File: src/rtl/readout_pkg.sv
// Shared types and helpers for the readout feature framer: FSM state,
// derived widths and the saturating offset-binary quantizer.
package readout_pkg;

    typedef enum logic [1:0] {
        IDLE  = 2'd0,
        ACCUM = 2'd1,
        HOLD  = 2'd2
    } state_e;

    // Accumulator width: a full bin of DECIM samples can never overflow it.
    function automatic int unsigned acc_w(input int unsigned in_w, input int unsigned decim);
        return in_w + $clog2(decim);
    endfunction

    function automatic int unsigned vec_w(input int unsigned nbins, input int unsigned qbits);
        return 2 * nbins * qbits;
    endfunction

    // Shift, clamp to the signed QBITS range, then re-bias to 0..2^QBITS-1.
    function automatic logic [31:0] quantize(input logic signed [63:0] avg,
                                             input int unsigned       qshift,
                                             input int unsigned       qbits);
        logic signed [63:0] q;
        logic signed [63:0] hi;
        logic signed [63:0] lo;
        q  = avg >>> qshift;
        hi = (64'sd1 <<< (qbits - 1)) - 64'sd1;
        lo = -(64'sd1 <<< (qbits - 1));
        if (q > hi) begin
            q = hi;
        end else if (q < lo) begin
            q = lo;
        end
        return 32'(q - lo);
    endfunction

endpackage

File: src/rtl/readout_feature_framer_if.sv
// Sample-in / feature-vector-out bundle of the readout feature framer.
interface readout_feature_framer_if #(
    parameter int unsigned IN_W  = 14,
    parameter int unsigned VEC_W = 64
);
    logic                    shot_start;
    logic                    s_valid;
    logic signed [IN_W-1:0]  s_i;
    logic signed [IN_W-1:0]  s_q;
    logic                    m_valid;
    logic                    m_ready;
    logic [VEC_W-1:0]        m_data;
    logic                    shot_drop;
    logic                    busy;

    modport master (
        output shot_start, s_valid, s_i, s_q, m_ready,
        input  m_valid, m_data, shot_drop, busy
    );

    modport slave (
        input  shot_start, s_valid, s_i, s_q, m_ready,
        output m_valid, m_data, shot_drop, busy
    );
endinterface

File: src/rtl/bin_quantizer.sv
// Boxcar accumulator for one channel; on the last sample of a bin it
// registers the quantized bin average and reseeds for the next bin.
module bin_quantizer
    import readout_pkg::*;
#(
    parameter int unsigned IN_W   = 14,
    parameter int unsigned DECIM  = 8,
    parameter int unsigned QBITS  = 2,
    parameter int unsigned QSHIFT = 10
) (
    input  logic                   clk,
    input  logic                   rst_n,
    input  logic                   clr,
    input  logic                   seed,
    input  logic                   add,
    input  logic                   last,
    input  logic signed [IN_W-1:0] sample,
    output logic [QBITS-1:0]       code
);
    localparam int unsigned ACC_W = acc_w(IN_W, DECIM);
    localparam int unsigned LOG2D = $clog2(DECIM);

    logic signed [ACC_W-1:0] acc;
    logic signed [ACC_W-1:0] sum_c;
    logic signed [ACC_W-1:0] avg_c;

    assign sum_c = acc + ACC_W'(sample);
    assign avg_c = sum_c >>> LOG2D;

    // clr has priority so a restarting shot can seed with its first sample.
    always_ff @(posedge clk or negedge rst_n) begin
        if (!rst_n) begin
            acc  <= '0;
            code <= '0;
        end else if (clr) begin
            acc <= seed ? ACC_W'(sample) : '0;
        end else if (add) begin
            if (last) begin
                acc  <= '0;
                code <= QBITS'(quantize(64'(avg_c), QSHIFT, QBITS));
            end else begin
                acc <= sum_c;
            end
        end
    end

endmodule

File: src/rtl/readout_feature_framer.sv
// Bins the I/Q sample stream of one readout shot into NBINS quantized
// features and presents the packed vector over a valid/ready handshake.
module readout_feature_framer
    import readout_pkg::*;
#(
    parameter int unsigned IN_W   = 14,
    parameter int unsigned DECIM  = 8,
    parameter int unsigned NBINS  = 16,
    parameter int unsigned QBITS  = 2,
    parameter int unsigned QSHIFT = 10
) (
    input  logic                    clk,
    input  logic                    rst_n,
    readout_feature_framer_if.slave bus
);
    localparam int unsigned VEC_W = vec_w(NBINS, QBITS);
    localparam int unsigned CNT_W = $clog2(DECIM);
    localparam int unsigned BIN_W = (NBINS > 1) ? $clog2(NBINS) : 1;

    state_e             state;
    state_e             state_d;
    logic [CNT_W-1:0]   samp_cnt;
    logic [BIN_W-1:0]   bin_cnt;
    logic               clr_c;
    logic               seed_c;
    logic               add_c;
    logic               last_c;
    logic               pack_pend;
    logic [BIN_W-1:0]   pack_bin;
    logic [QBITS-1:0]   code_i;
    logic [QBITS-1:0]   code_q;
    logic               m_valid_r;
    logic [VEC_W-1:0]   m_data_r;
    logic               shot_drop_r;
    logic               busy_r;

    assign bus.m_valid   = m_valid_r;
    assign bus.m_data    = m_data_r;
    assign bus.shot_drop = shot_drop_r;
    assign bus.busy      = busy_r;

    always_ff @(posedge clk or negedge rst_n) begin
        if (!rst_n) begin
            state <= IDLE;
        end else begin
            state <= state_d;
        end
    end

    // Next state plus datapath strobes; outside ACCUM the accumulators are held clear.
    always_comb begin
        state_d = state;
        clr_c   = 1'b1;
        seed_c  = 1'b0;
        add_c   = 1'b0;
        last_c  = 1'b0;
        case (state)
            IDLE: begin
                if (bus.shot_start) begin
                    state_d = ACCUM;
                    seed_c  = bus.s_valid;
                end
            end
            ACCUM: begin
                clr_c  = bus.shot_start;
                seed_c = bus.shot_start && bus.s_valid;
                add_c  = !bus.shot_start && bus.s_valid;
                last_c = add_c && (samp_cnt == CNT_W'(DECIM - 1));
                if (last_c && (bin_cnt == BIN_W'(NBINS - 1))) begin
                    state_d = HOLD;
                end
            end
            HOLD: begin
                if (m_valid_r && bus.m_ready) begin
                    state_d = IDLE;
                end
            end
            default: state_d = IDLE;
        endcase
    end

    // Sample and bin counters; a seeded restart has already consumed sample 0.
    always_ff @(posedge clk or negedge rst_n) begin
        if (!rst_n) begin
            samp_cnt  <= '0;
            bin_cnt   <= '0;
            pack_pend <= 1'b0;
            pack_bin  <= '0;
        end else begin
            pack_pend <= last_c;
            pack_bin  <= bin_cnt;
            if (clr_c) begin
                samp_cnt <= seed_c ? CNT_W'(1) : '0;
                bin_cnt  <= '0;
            end else if (add_c) begin
                if (last_c) begin
                    samp_cnt <= '0;
                    bin_cnt  <= (bin_cnt == BIN_W'(NBINS - 1)) ? '0 : bin_cnt + BIN_W'(1);
                end else begin
                    samp_cnt <= samp_cnt + CNT_W'(1);
                end
            end
        end
    end

    bin_quantizer #(
        .IN_W   (IN_W),
        .DECIM  (DECIM),
        .QBITS  (QBITS),
        .QSHIFT (QSHIFT)
    ) u_quant_i (
        .clk    (clk),
        .rst_n  (rst_n),
        .clr    (clr_c),
        .seed   (seed_c),
        .add    (add_c),
        .last   (last_c),
        .sample (bus.s_i),
        .code   (code_i)
    );

    bin_quantizer #(
        .IN_W   (IN_W),
        .DECIM  (DECIM),
        .QBITS  (QBITS),
        .QSHIFT (QSHIFT)
    ) u_quant_q (
        .clk    (clk),
        .rst_n  (rst_n),
        .clr    (clr_c),
        .seed   (seed_c),
        .add    (add_c),
        .last   (last_c),
        .sample (bus.s_q),
        .code   (code_q)
    );

    // Codes land one cycle after their bin closes, so the last bin and m_valid arrive together.
    always_ff @(posedge clk or negedge rst_n) begin
        if (!rst_n) begin
            m_data_r <= '0;
        end else begin
            for (int b = 0; b < int'(NBINS); b++) begin
                if (pack_pend && (pack_bin == BIN_W'(b))) begin
                    m_data_r[(2 * b) * int'(QBITS) +: QBITS]     <= code_i;
                    m_data_r[(2 * b + 1) * int'(QBITS) +: QBITS] <= code_q;
                end
            end
        end
    end

    always_ff @(posedge clk or negedge rst_n) begin
        if (!rst_n) begin
            m_valid_r   <= 1'b0;
            shot_drop_r <= 1'b0;
            busy_r      <= 1'b0;
        end else begin
            m_valid_r   <= (state == HOLD) && (state_d == HOLD);
            shot_drop_r <= (state == HOLD) && bus.shot_start;
            busy_r      <= (state_d != IDLE);
        end
    end

endmodule

File: src/flat_wrapper.sv
// flat-port wrapper written by rule: the top's interface ports become plain ports
module readout_feature_framer_flat import readout_pkg::*;
#(
    parameter int unsigned IN_W   = 14,
    parameter int unsigned DECIM  = 8,
    parameter int unsigned NBINS  = 16,
    parameter int unsigned QBITS  = 2,
    parameter int unsigned QSHIFT = 10
)
  (clk, rst_n, bus_shot_start, bus_s_valid, bus_s_i, bus_s_q, bus_m_ready, bus_m_valid, bus_m_data, bus_shot_drop, bus_busy);
  readout_feature_framer_if #(.IN_W(IN_W), .VEC_W((2 * NBINS * QBITS))) bus_i ();
  input  logic clk;
  input  logic rst_n;
  input wire logic [$bits(bus_i.shot_start)-1:0] bus_shot_start;
  input wire logic [$bits(bus_i.s_valid)-1:0] bus_s_valid;
  input wire logic [$bits(bus_i.s_i)-1:0] bus_s_i;
  input wire logic [$bits(bus_i.s_q)-1:0] bus_s_q;
  input wire logic [$bits(bus_i.m_ready)-1:0] bus_m_ready;
  output wire logic [$bits(bus_i.m_valid)-1:0] bus_m_valid;
  output wire logic [$bits(bus_i.m_data)-1:0] bus_m_data;
  output wire logic [$bits(bus_i.shot_drop)-1:0] bus_shot_drop;
  output wire logic [$bits(bus_i.busy)-1:0] bus_busy;
  assign bus_i.shot_start = bus_shot_start;
  assign bus_i.s_valid = bus_s_valid;
  assign bus_i.s_i = bus_s_i;
  assign bus_i.s_q = bus_s_q;
  assign bus_i.m_ready = bus_m_ready;
  assign bus_m_valid = bus_i.m_valid;
  assign bus_m_data = bus_i.m_data;
  assign bus_shot_drop = bus_i.shot_drop;
  assign bus_busy = bus_i.busy;
  readout_feature_framer #(.IN_W(IN_W), .DECIM(DECIM), .NBINS(NBINS), .QBITS(QBITS), .QSHIFT(QSHIFT)) u_core (.clk(clk), .rst_n(rst_n), .bus(bus_i));
endmodule
File: config.mk
export PLATFORM = sky130hd
export DESIGN_NAME = readout_feature_framer_flat
export DESIGN_NICKNAME = d
export VERILOG_FILES = /design/src/rtl/readout_pkg.sv /design/src/rtl/readout_feature_framer_if.sv /design/src/rtl/bin_quantizer.sv /design/src/rtl/readout_feature_framer.sv /design/src/flat_wrapper.sv
export SDC_FILE = /design/constraint.sdc
export NUM_CORES = 1
export LEC_CHECK = 0
export BUFFER_PORTS_ARGS = -buffer_cell sky130_fd_sc_hd__buf_2
export CAP_MARGIN = 20
export CORE_ASPECT_RATIO = 2
export CORE_MARGIN = 2
export CORE_UTILIZATION = 53
export CTS_BUF_LIST = sky130_fd_sc_hd__clkbuf_4
export DETAILED_ROUTE_END_ITERATION = 8
export GPL_TIMING_DRIVEN = 0
export PLACE_DENSITY_LB_ADDON = 0.1
export REMOVE_ABC_BUFFERS = 1
export SLEW_MARGIN = 20
export SYNTH_ARGS = -nofsm -noshare
export SYNTH_HDL_FRONTEND = slang
export SYNTH_SLANG_ARGS = --single-unit
File: constraint.sdc
create_clock -name clk -period 2.5 [get_ports clk]
set_input_delay 0.5 -clock clk [delete_from_list [all_inputs] [get_ports clk]]
set_output_delay 0.5 -clock clk [all_outputs]
set_load 0.005 [all_outputs]
* Yosys cells after proc, flatten, opt, wreduce, memory -nomap -nowiden
Cells that the tools add are included.
W data, S select, Z words.
** Operators by class
- Add/sub/neg operators :: 6
- Order comparisons :: 4
- Eq/ne operators :: 20
- Mux-type cells :: 35
- Bitwise logic cells :: 1
- Reduce and logical (&&, ||, !) cells :: 31
** Operators by type and width (number)
- $mux W17 :: 8
- $eq A4 B4 Y1 const B :: 9
- $add A17 B14 Y17 :: 2
- $mux W2 :: 13
- $logic_and A1 B1 Y1 :: 23
- $eq A4 B3 Y1 const B :: 4
- $mux W4 :: 4
- $mux W3 :: 3
- $eq A4 B2 Y1 const B :: 2
- $gt A4 B2 Y1 const B :: 2
- $lt A4 B2 Y1 const B :: 2
- $pmux W2 S3 :: 1
- $reduce_bool A2 Y1 :: 3
- $mux W1 :: 5
- $add A4 B1 Y4 const B :: 1
- $eq A2 B2 Y1 const B :: 2
- $eq A4 B1 Y1 const B :: 1
- $logic_not A4 Y1 :: 1
- $sub A2 B2 Y2 const B :: 2
- $add A3 B1 Y3 const B :: 1
- $eq A3 B3 Y1 const B :: 1
- $reduce_and A3 Y1 :: 1
- $eq A2 B1 Y1 const B :: 1
- $logic_not A2 Y1 :: 1
- 4 further kinds :: 4
** Storage, ports and cells
- Flip-flop bits (word level) :: 119
- Input bits :: 33
- Output and inout bits :: 67
- Logic and storage cells :: 125

* Logic depth before layout (Yosys ltp)
Gate-level depths: netlist of the first run.
- Word-level depth :: 8
- Depth in mapped cells :: 11
- Depth with buffers taken out :: 11

* By module
A second synthesis of the first run with hierarchy kept.
** Unflattened totals
- Cell total of the unflattened synthesis :: 585
- Area, all modules :: 6379.9 um^2
** By module, submodules not included
- readout_feature_framer :: instances 1, cells each 220, area each 3170.5 um^2, seq. area each 2026.9 um^2
- bin_quantizer (u_core.u_quant_q) :: instances 1, cells each 184, area each 1620.3 um^2, seq. area each 475.5 um^2
- bin_quantizer (u_core.u_quant_i) :: instances 1, cells each 181, area each 1589.0 um^2, seq. area each 475.5 um^2

* Worst setup path before layout of the first run
No wires, ideal clock.
- Path kind :: input to register
- Start point :: input port bus_s_i[0]
- End point :: register u_core.u_quant_i.code[0]
- Library setup time :: 92 ps
- Arrival :: 2545 ps
- Data required time :: 2408 ps
- Path slack :: -138 ps
- Stages :: 10
- Buffers on the path :: 0
- Cell sequence :: ha_1 -> fa_1 -> a21oi_1 -> o21ai_0 -> o22a_1 -> and4_1 -> a211o_1 -> xnor2_2 -> a21oi_2 -> o31ai_2
** Between the ends
- Longest elaborated chain between the ends :: 8
- Elaborated cells on any way between the ends :: 9
- Those cells by class :: add/sub (2); order compare (2); mux (5)
** Ends and longest elaborated chain
- from (decl) :: line flat_wrapper.sv:16 : input wire logic [$bits(bus_i.s_i)-1:0] bus_s_i;
- $add A17 B14 Y17 * :: line bin_quantizer.sv:27 : assign sum_c = acc + ACC_W'(sample);
- $lt A4 B2 Y1 :: line readout_pkg.sv:32 : end else if (q < lo) begin
- $mux W2 :: line readout_pkg.sv:32
- $mux W2 * :: line readout_pkg.sv:30 : if (q > hi) begin
- $mux W2 * :: line bin_quantizer.sv:38 : if (last) begin
- $mux W2 * :: line bin_quantizer.sv:37 : end else if (add) begin
- $mux W2 * :: line bin_quantizer.sv:35 : end else if (clr) begin
- $sub A2 B2 Y2 * :: line readout_pkg.sv:35 : return 32'(q - lo);
- to (signal assigned) :: line bin_quantizer.sv:40 : code <= QBITS'(quantize(64'(avg_c), QSHIFT, QBITS));
- to (decl) :: line bin_quantizer.sv:18 : output logic [QBITS-1:0] code
Every way passes the cells marked *; elsewhere a longest branch is shown, timed or not. The select of a mux whose other input is x is not followed.
A chain may end at the register's enable or synchronous reset.

* Final worst setup path of the first run
- Start point :: register u_core.u_quant_q.acc[11]
- End point :: register u_core.u_quant_q.code[0]
** Between the ends
- Longest elaborated chain between the ends :: 8
- Elaborated cells on any way between the ends :: 9
- Those cells by class :: add/sub (2); order compare (2); mux (5)
** Ends and longest elaborated chain
- from (decl) :: line bin_quantizer.sv:23 : logic signed [ACC_W-1:0] acc;
- from (signal assigned) :: line bin_quantizer.sv:36 : acc <= seed ? ACC_W'(sample) : '0;
- from (signal assigned) :: line bin_quantizer.sv:42 : acc <= sum_c;
- $add A17 B14 Y17 * :: line bin_quantizer.sv:27
- $lt A4 B2 Y1 :: line readout_pkg.sv:32
- $mux W2 :: line readout_pkg.sv:32
- $mux W2 * :: line readout_pkg.sv:30
- $mux W2 * :: line bin_quantizer.sv:38
- $mux W2 * :: line bin_quantizer.sv:37
- $mux W2 * :: line bin_quantizer.sv:35
- $sub A2 B2 Y2 * :: line readout_pkg.sv:35
- to (signal assigned) :: line bin_quantizer.sv:40
- to (decl) :: line bin_quantizer.sv:18
Marks and branches as above.

==> results of run 1 <==
final cells by class:
type,instances,area (sq um)
well taps,145,181.4
diodes,1,2.502
flip-flops and latches,119,2978
multi-input cells,446,3428
clock buffers,18,135.1
inverters,11,41.29
clock inverters,14,167.7
repair buffers,117,711.9
fillers,975,3985
synth_stat cells, types with 3 or more instances:
library cell	instances
dfrtp_1	119
nor2_1	81
mux2_2	64
a21oi_1	37
nand2_1	37
ha_1	35
a221oi_1	22
o21ai_0	22
clkbuf_1	18
xor2_1	17
xnor2_1	14
inv_1	11
nand3_1	11
o21a_1	11
nand2b_1	10
nand3b_1	6
nor3_1	6
a21o_1	4
and3_1	4
nand4_1	4
o211ai_1	4
o21ai_1	4
o21bai_1	4
a211oi_1	3
a31oi_1	3
and2_1	3
nor2b_1	3
or3_1	3
or4_1	3
state kept, by name (all words and copies together), names as in the netlist:
signal / cells
u_core.bus.m_data: 64
u_core.u_quant_i.acc: 17
u_core.u_quant_q.acc: 17
u_core.bin_cnt: 4
u_core.pack_bin: 4
u_core.samp_cnt: 3
u_core.state: 2
u_core.u_quant_i.code: 2
u_core.u_quant_q.code: 2
u_core.bus.busy: 1
u_core.bus.m_valid: 1
u_core.bus.shot_drop: 1
u_core.pack_pend: 1
cell families after synthesis:
family	count (synthesis)
AOI/OAI and AO/OA	132
xor gates and xnor gates	32
adders and majority gates	37
buffers and inverters	29
DFF	119
muxes	64
and+or+nand+nor	181
stage by stage:
step,instances,instance area (sq um)
global route,871,7646
floorplan,576,6235
CTS,869,7482
finish,871,7646
global placement,820,6912
detailed placement,824,7049
metal layers:
layer,routed length [um],vias to the layer above
li1,-,2398
met1,5439,2522
met2,8816,134
met3,577,35
met4,496,0
met5,0,-
repair_timing:
item,CTS,global route
gates resized for setup,10,29
hold buffers,1,0
buffers inserted,12,3
endpoints found under the setup margin,8,15
pin swaps,12,18
endpoints found under the hold margin,44,0
how the worst min path moves through the flow:
stage,to,slack [ns],depth (start not counted)
after global routing,u_core.bus.m_valid,0.13,2
after CTS,u_core.bus.m_valid,0.14,2
after global placement,u_core.pack_bin[3],0.42,0
after floorplan,u_core.bin_cnt[0],0.20,0
after detailed placement,u_core.pack_bin[3],0.43,0
final,u_core.bus.m_valid,0.17,2
power by group:
group	leakage (nW)	switching, mW	internal [mW]
logic	2.05	1.41	1.18
registers	1.58	0.167	2.13
clock network	0.158	0.817	0.636
total	3.79	2.40	3.94
==> out/results.ini, run 1 <==
[timing]
setup_viol=1
fmax_ghz=0.3956
tns_ns=-0.02751
maxSlewViolCount=0
period_share=1.011
skew_ns=0.02282
whs_ns=0.1661
rsz0062_at_grt=yes
hold_violations=0
layout_setup_ws_ns=-0.02751
period_needed_ns=2.528
worst_pin_slew_ns=0.7723
maxSlewHeadroom=0.4839

[critical_path]
cp_num_cells=8
setup.worst_path.start=u_core.u_quant_q.acc[11]
critPathMaxFanout=6
start_kind=flip-flop
cp_data_arrival_time_ns=2.92
path_common_cell=o21ai_1
ff2ff_path_depth=8
r2r_start=u_core.u_quant_q.acc[11]
end_kind=flip-flop
crit_path_end=u_core.u_quant_q.code[0]
worstPathRequired_ns=2.89
r2r_slack_ns=-0.03
worst-path-buf-inv=0
cp_top_family=compound AO/OA/AOI/OAI gates
timing.rr.end=u_core.u_quant_q.code[0]
crit_type=flip-flop to flip-flop
crit_path_cell_trace=ha_1 -> nand2_1 -> or4_4 -> o2111a_1 -> a311oi_4 -> a21oi_2 -> o21ai_1 -> o21ai_1
max_stage_delay_ns=0.54
worst_path_max_delay_cell=or4_4

[synth]
synth_compound_area_frac=0.1410
yosysTopAreaCell=dfrtp_1
synth_top_family_by_area=compound AO/OA/AOI/OAI gates
synthTopCellsByArea=dfrtp_1 (47%), mux2_2 (11%), ha_1 (6.9%), nor2_1 (4.8%), a221oi_1 (3.1%)
ys_warn_count=0
synth-xor-area-share=0.04566
synth_area_sq_mm=0.006302
synth_flop_cell=dfrtp_1
synth_cell_types=53
avgSynthCellArea_sq_um=10.61
synthMuxAreaShare=0.1144
synth-edff-count=0
yosysSeqAreaShare=0.4725
yosys.area_share.simple=0.1334
synth-seq-cells=119
synth-adder-area-share=0.07584
syn-instance-count=594
synth_top_area_frac=0.4725
synth-async-reset-ratio=1.000

[floorplan]
chipHeight_um=158.2
start_util=0.5418
die-area_sq_mm=0.01283
core_area_sq_mm=0.01163
num_io_pins=100
rows=56
die_x_um=81.11

[power_and_ir_drop]
power_mw=6.337
powerDensity_mw_per_mm2=828.8
vdd_ir_drop_max_v=0.0004912
power.leakage_nw=3.789

[run_status]
status=complete, but fails checks
violations=negative setup slack

[global_routing]
grt_max_degree=76
grt.total_usage=0.2555
use_met2=0.4880
gr-max-usage-layer=met2
grt.met1_usage=0.2567
antenna_found_initial=1
grt_pass1_vias=5431
met3_usage=0.04390
grt-ovfl-total=0
grt_pass1_wl_um=25350

[min_path]
hold_start=bus_m_ready
hold_class=input port to flip-flop

[drt]
wl_per_cell_um=17.60
antenna_left=0
vias=5089
via_per_inst=5.843
drc=0
routed_wl_um=15330
dr.pass1.iters=4
drtIter0Drc=210

[clock_network]
cts_buffer_depth=2
cts-buffers-inserted=17
path_clk_slew_ns=0.11
h-tree-depth=4
cts_tree=done
worstSkewPairLatency_ns=0.52
clock-root-buffer=clkbuf_4
clock-sinks=119

[cells_and_area]
nets=782
syn2layout_area_growth_pct=21.32
mostFrequentLayoutCells=dfrtp_1 (119), buf_2 (98), nor2_1 (77)
final_common_cell=dfrtp_1
drive_gt1_frac=0.3476
fin_util=0.6574

[placement]
dpl.hpwl_um=11150
place.gp.congestion=0.8900
dpl_worst_slack_ns=-0.5316
portBuffers=99

[flow_run]
maxCapViolCount=0

(Power assumes the default switching activity.)
==> inputs of run 2 (changes only) <==
- CORE_UTILIZATION: 53 -> 59
- clock period: 2.5 -> 2.6 ns (I/O delays scaled with it)
==> run 2 against run 1 <==
The flow now finishes without violations. Via count shrank 1.2%. Worst hold slack improved by 0.026 ns. Cell count decreased by 1.7%. Sequential power down 4%. Non-clock buffer count down 6. Total power shrank 5.2%. Critical path depth is 2 higher. First-iteration DRC count unchanged. Clock skew is 0.0059 ns higher. Design area shrank 1.7%. Worst setup slack improved by 0.041 ns. Die area fell by 9.8%. Highest routed layer unchanged.
==> out/results.ini, run 2 (synthesis gave the netlist of run 1 again) <==
[floorplan]
rows=53  ; -5.4%
core_area_sq_mm=0.01048  ; -9.9%
die_x_um=77.08  ; -5.0%
start_util=0.6015  ; +0.05966
num_io_pins=100  ; unchanged
chipHeight_um=150.2  ; -5.1%
die-area_sq_mm=0.01157  ; -9.8%

[critical_path]
cp_data_arrival_time_ns=3.01  ; +0.09 ns
critPathMaxFanout=4  ; -2
ff2ff_path_depth=10  ; +2
r2r_start=u_core.u_quant_i.acc[0]
r2r_slack_ns=0.01  ; +0.04 ns
path_common_cell=a21oi_2
worst-path-buf-inv=0  ; unchanged
worstPathRequired_ns=3.02  ; +0.13 ns
start_kind=flip-flop
worst_path_max_delay_cell=dfrtp_1
setup.worst_path.start=u_core.u_quant_i.acc[0]
crit_type=flip-flop to flip-flop
timing.rr.end=u_core.u_quant_i.code[0]
end_kind=flip-flop
cp_top_family=compound AO/OA/AOI/OAI gates
crit_path_cell_trace=ha_4 -> fa_2 -> a21oi_2 -> o21ai_2 -> o22a_1 -> and4_1 -> a211o_1 -> xnor2_4 -> a21oi_2 -> o31ai_2
max_stage_delay_ns=0.43  ; -0.11 ns

[clock_network]
cts_tree=done
h-tree-depth=4  ; unchanged
cts_buffer_depth=2  ; unchanged
path_clk_slew_ns=0.12  ; about the same
clock-root-buffer=clkbuf_4
worstSkewPairLatency_ns=0.52  ; about the same
clock-sinks=119  ; unchanged
cts-buffers-inserted=17  ; unchanged

[timing]
maxSlewHeadroom=0.5069  ; +0.02296
hold_violations=0  ; unchanged
fmax_ghz=0.3867  ; -2.3%
whs_ns=0.1925  ; +0.02640 ns
skew_ns=0.02877  ; +0.005946 ns
worst_pin_slew_ns=0.7379  ; -0.03435 ns
rsz0062_at_grt=yes
tns_ns=0  ; +0.02751 ns
setup_viol=0  ; -1
maxSlewViolCount=0  ; unchanged
period_share=0.9947  ; -0.01630
period_needed_ns=2.586  ; +0.05873 ns

[cells_and_area]
fin_util=0.7173  ; +0.05996
largest_reg_flops=64  ; unchanged
syn2layout_area_growth_pct=19.26
nets=776  ; -0.77%
n_fill_cell=845  ; -13%
mostFrequentLayoutCells=dfrtp_1 (119), buf_2 (98), nor2_1 (78)
final_common_cell=dfrtp_1
drive_gt1_frac=0.3245  ; -0.02307

[drt]
via_per_inst=5.873  ; +0.51%
dr.pass1.iters=4  ; unchanged
drtIter0Drc=210  ; unchanged
vias=5027  ; -1.2%
antenna_left=0  ; unchanged
drc=0  ; unchanged
wl_per_cell_um=17.42  ; -1.0%
routed_wl_um=14910  ; -2.7%

[global_routing]
antenna_found_initial=1  ; unchanged
grt.total_usage=0.2738  ; +0.01832
grt_pass1_wl_um=25030  ; -1.3%
grt_max_degree=65  ; -14%
grt-ovfl-total=0  ; unchanged
grt_pass1_vias=5446  ; +0.28%

[power_and_ir_drop]
power.leakage_nw=3.750  ; -1.0%
powerDensity_mw_per_mm2=799.2  ; -3.6%
power_mw=6.007  ; -5.2%
vdd_ir_drop_max_v=0.0004464  ; -9.1%

[min_path]
whs_endpoint=u_core.bus.m_valid
hold_class=input port to flip-flop
hold_start=bus_m_ready
whs_path_depth=2  ; unchanged

[placement]
portBuffers=99  ; unchanged
dpl.hpwl_um=10830  ; -2.9%
place.gp.congestion=0.8632  ; -3.0%

[flow_run]
maxCapViolCount=0  ; unchanged

[run_status]
status=completed

[run 2: power by group]
group          total, mW  leakage [nW]  switching (mW)  internal (mW)
combinational       2.38          2.01            1.31           1.07
sequential          2.21          1.58           0.158           2.05
clock               1.42         0.159           0.748          0.672
[run 2: per-stage QoR]
| step | setup slack (ns) | instances | instance area (sq um) |
|---|---|---|---|
| after floorplan | -0.06529 | 576 | 6235 |
| after global placement | -0.9737 | 812 | 6902 |
| after detailed placement | -0.4954 | 816 | 7039 |
| after CTS | -0.007674 | 850 | 7378 |
| after global routing | -0.06789 | 856 | 7516 |
| final | 0.01376 | 856 | 7516 |
[run 2: repair_timing]
action,in CTS,in global routing
hold endpoints to repair,59,0
gates resized for setup,4,20
setup buffers,2,5
hold buffers,1,0
endpoints found under the setup margin,5,10
pin swaps,4,16
[run 2: worst max path at each step]
stage	to	slack [ns]	cells after the start
floorplan	u_core.u_quant_i.acc[16]	-0.07	10
global placement	u_core.u_quant_q.acc[10]	-0.97	6
detailed placement	u_core.u_quant_i.code[0]	-0.50	11
CTS	u_core.u_quant_i.code[0]	-0.008	10
global route	u_core.u_quant_i.code[0]	-0.07	10
finish	u_core.u_quant_i.code[0]	0.01	10
[run 2: metal layers]
metal,share of wire,global-route usage,up-vias
met5,0,0,-
met4,0.025,0.1268,0
met3,0.038,0.05336,28
met2,0.57,0.5360,145
met1,0.36,0.2716,2470
li1,-,-,2384
[run 2: final cells by class]
| type | instances | area [sq um] | share of cell area |
|---|---|---|---|
| multi-input cells | 446 | 3352 | 0.4460 |
| well taps | 137 | 171.4 | 0.02281 |
| repair buffers | 111 | 666.9 | 0.08873 |
| inverters | 11 | 41.29 | 0.005494 |
| flip-flops and latches | 119 | 2978 | 0.3962 |
| diodes | 1 | 2.502 | 0.0003329 |
| clock inverters | 14 | 176.4 | 0.02347 |
| clock buffers | 17 | 127.6 | 0.01698 |
==> inputs of run 3 (changes only) <==
- BUFFER_PORTS_ARGS: -buffer_cell sky130_fd_sc_hd__buf_2 -> -buffer_cell sky130_fd_sc_hd__buf_4
- CORE_UTILIZATION: 59 -> 53
- clock period: 2.6 -> 2.3 ns (I/O delays scaled with it)
==> run 3 against run 2 <==
The run now ends with negative setup slack left. Combinational power grew 44%. Worst hold slack lost 0.087 ns. Design area grew 10%. Via count grew 4.4%. Clock-buffer cell count grew 1. Register-to-register slack lost 0.16 ns. Clock power grew 14%. Critical path type unchanged. Highest routed layer unchanged.
==> out/results.ini, run 3 (synthesis gave the netlist of run 1 again) <==
[drt]
drc=0  ; unchanged
via_per_inst=5.963  ; +1.5%
dr.pass1.iters=6  ; +2
antenna_left=0  ; unchanged
routed_wl_um=16290  ; +9.2%
vias=5247  ; +4.4%
wl_per_cell_um=18.51  ; +6.2%
drtIter0Drc=218  ; +3.8%

[clock_network]
worstSkewPairLatency_ns=0.53  ; about the same
clock-sinks=119  ; unchanged
h-tree-depth=4  ; unchanged
clock-root-buffer=clkbuf_4
cts_tree=done
cts-buffers-inserted=17  ; unchanged
path_clk_slew_ns=0.12  ; about the same
cts_buffer_depth=2  ; unchanged

[critical_path]
max_stage_delay_ns=0.43  ; about the same
crit_path_cell_trace=ha_4 -> fa_2 -> a21oi_2 -> o21ai_2 -> o22a_1 -> and4_1 -> a211o_1 -> xnor2_2 -> o211ai_1 -> o21a_1
cp_top_family=compound AO/OA/AOI/OAI gates
worstPathRequired_ns=2.72  ; -0.30 ns
cp_data_arrival_time_ns=2.87  ; -0.14 ns
critPathMaxFanout=4  ; unchanged
start_kind=flip-flop
worst_path_max_delay_cell=dfrtp_1
worst-path-buf-inv=0  ; unchanged
end_kind=flip-flop
crit_type=flip-flop to flip-flop

[flow_run]
maxCapViolCount=0  ; unchanged

[timing]
rsz0062_at_grt=yes
worst_pin_slew_ns=0.8304  ; +0.09247 ns
tns_ns=-1.038  ; -1.038 ns
setup_viol=14  ; +14
skew_ns=0.02469  ; -0.004081 ns
maxSlewHeadroom=0.4451  ; -0.06179
maxSlewViolCount=0  ; unchanged
fmax_ghz=0.4081  ; +5.5%
layout_setup_ws_ns=-0.1505  ; -0.1643 ns
period_needed_ns=2.451  ; -0.1357 ns
hold_violations=0  ; unchanged
whs_ns=0.1052  ; -0.08728 ns
period_share=1.065  ; +0.07075

[cells_and_area]
syn2layout_area_growth_pct=31.13
regArea_sq_mm=0.002978  ; unchanged
largest_reg_flops=64  ; unchanged
nets=791  ; +1.9%
n_fill_cell=896  ; +6.0%
fin_util=0.7105  ; -0.006818
final_common_cell=dfrtp_1
drive_gt1_frac=0.4005  ; +0.07603
fin_cells=880  ; +2.8%
multiInputGateArea_sq_mm=0.003712  ; +11%
final_area_sq_mm=0.008264  ; +10%
mostFrequentLayoutCells=dfrtp_1 (119), buf_4 (114), nor2_1 (77)

[power_and_ir_drop]
power.leakage_nw=3.924  ; +4.6%
vdd_ir_drop_max_v=0.0005761  ; +29%
powerDensity_mw_per_mm2=914.7  ; +14%
seqPwrFrac=0.334  ; -0.033
power_frac_comb=0.452  ; +0.056
p_clk_frac=0.214  ; -0.022
power_mw=7.560  ; +26%
p_int_mw=4.618  ; +22%
swShare=0.3891  ; +0.01973
switchingPower_mw=2.942  ; +33%

[min_path]
hold_class=input port to flip-flop

[placement]
dpl_worst_slack_ns=-0.7033  ; -0.2080 ns
portBuffers=99  ; unchanged
placed_cells=824  ; +0.98%
dpl_cell_area_sq_mm=0.007295  ; +3.6%
place.gp.congestion=0.8841  ; +2.4%
dpl.hpwl_um=11270  ; +4.1%

[floorplan]
start_util=0.5418  ; -0.05966
num_io_pins=100  ; unchanged
die-area_sq_mm=0.01283  ; +11%
chipHeight_um=158.2  ; +5.4%
rows=56  ; +5.7%
core_area_sq_mm=0.01163  ; +11%
die_x_um=81.11  ; +5.2%

[global_routing]
antenna_found_initial=1  ; unchanged
grt_max_degree=73  ; +12%
grt_pass1_wl_um=25670  ; +2.6%
grt-ovfl-total=0  ; unchanged
grt_pass1_vias=5469  ; +0.42%
grt.total_usage=0.2611  ; -0.01265

[run_status]
status=complete, but fails checks
violations=negative setup slack

-- run 3: power by group through the flow --
stage               Clock (mW)  Sequential [mW]  Combinational [mW]
floorplan                    0             2.47                1.89
global placement             0             2.50                2.33
detailed placement           0             2.52                2.44
CTS                       1.64             2.51                2.94
global route              1.76             2.55                3.71
finish                    1.62             2.52                3.42
-- run 3: final cells by class --
type	instances	area share
antenna	1	0.0003028
clock buffer	18	0.01635
clock inverter	14	0.02014
inverter	11	0.004996
multi-input combinational	446	0.4492
sequential	119	0.3603
tap	145	0.02195
timing repair buffer	126	0.1267
-- run 3: path summary, 6_finish.rpt --
kind,startpoint,end,slack (ns),depth (start not counted)
setup / recovery,u_core.u_quant_i.acc[0],u_core.u_quant_i.acc[16],-0.15,10
hold / removal,bus_m_ready,u_core.bus.m_valid,0.11,2
setup reg to reg,u_core.u_quant_i.acc[0],u_core.u_quant_i.acc[16],-0.15,10
hold reg to reg,u_core.bin_cnt[3],u_core.pack_bin[3],0.45,0
max in group asynchronous,rst_n,u_core.bus.m_data[63],1.10,3
min in group asynchronous,rst_n,u_core.bus.m_data[51],0.50,2
-- run 3: per-layer routing --
layer	up-vias	GRT usage	wire length, um	part of all wire
met4	0	0.1154	427	0.026
li1	2414	-	-	-
met2	140	0.5057	9434	0.58
met5	-	0	0	0
met1	2659	0.2604	5893	0.36
met3	34	0.04504	533	0.033
-- run 3: timing repair --
action                                  CTS  global route
hold buffers                              1             0
setup buffers                            16             9
pin swaps                                26            35
hold endpoints to repair                 71             0
endpoints found under the setup margin   17            23
gates resized for setup                  49            45
-- run 3: worst reg2reg max path, stage by stage (launching register included) --
cell and delay, ns:
dfrtp_1 0.43, ha_4 0.17, fa_2 0.35, a21oi_2 0.19, o21ai_2 0.09, o22a_1 0.20, and4_1 0.16, a211o_1 0.26
xnor2_2 0.25, o211ai_1 0.13, o21a_1 0.13
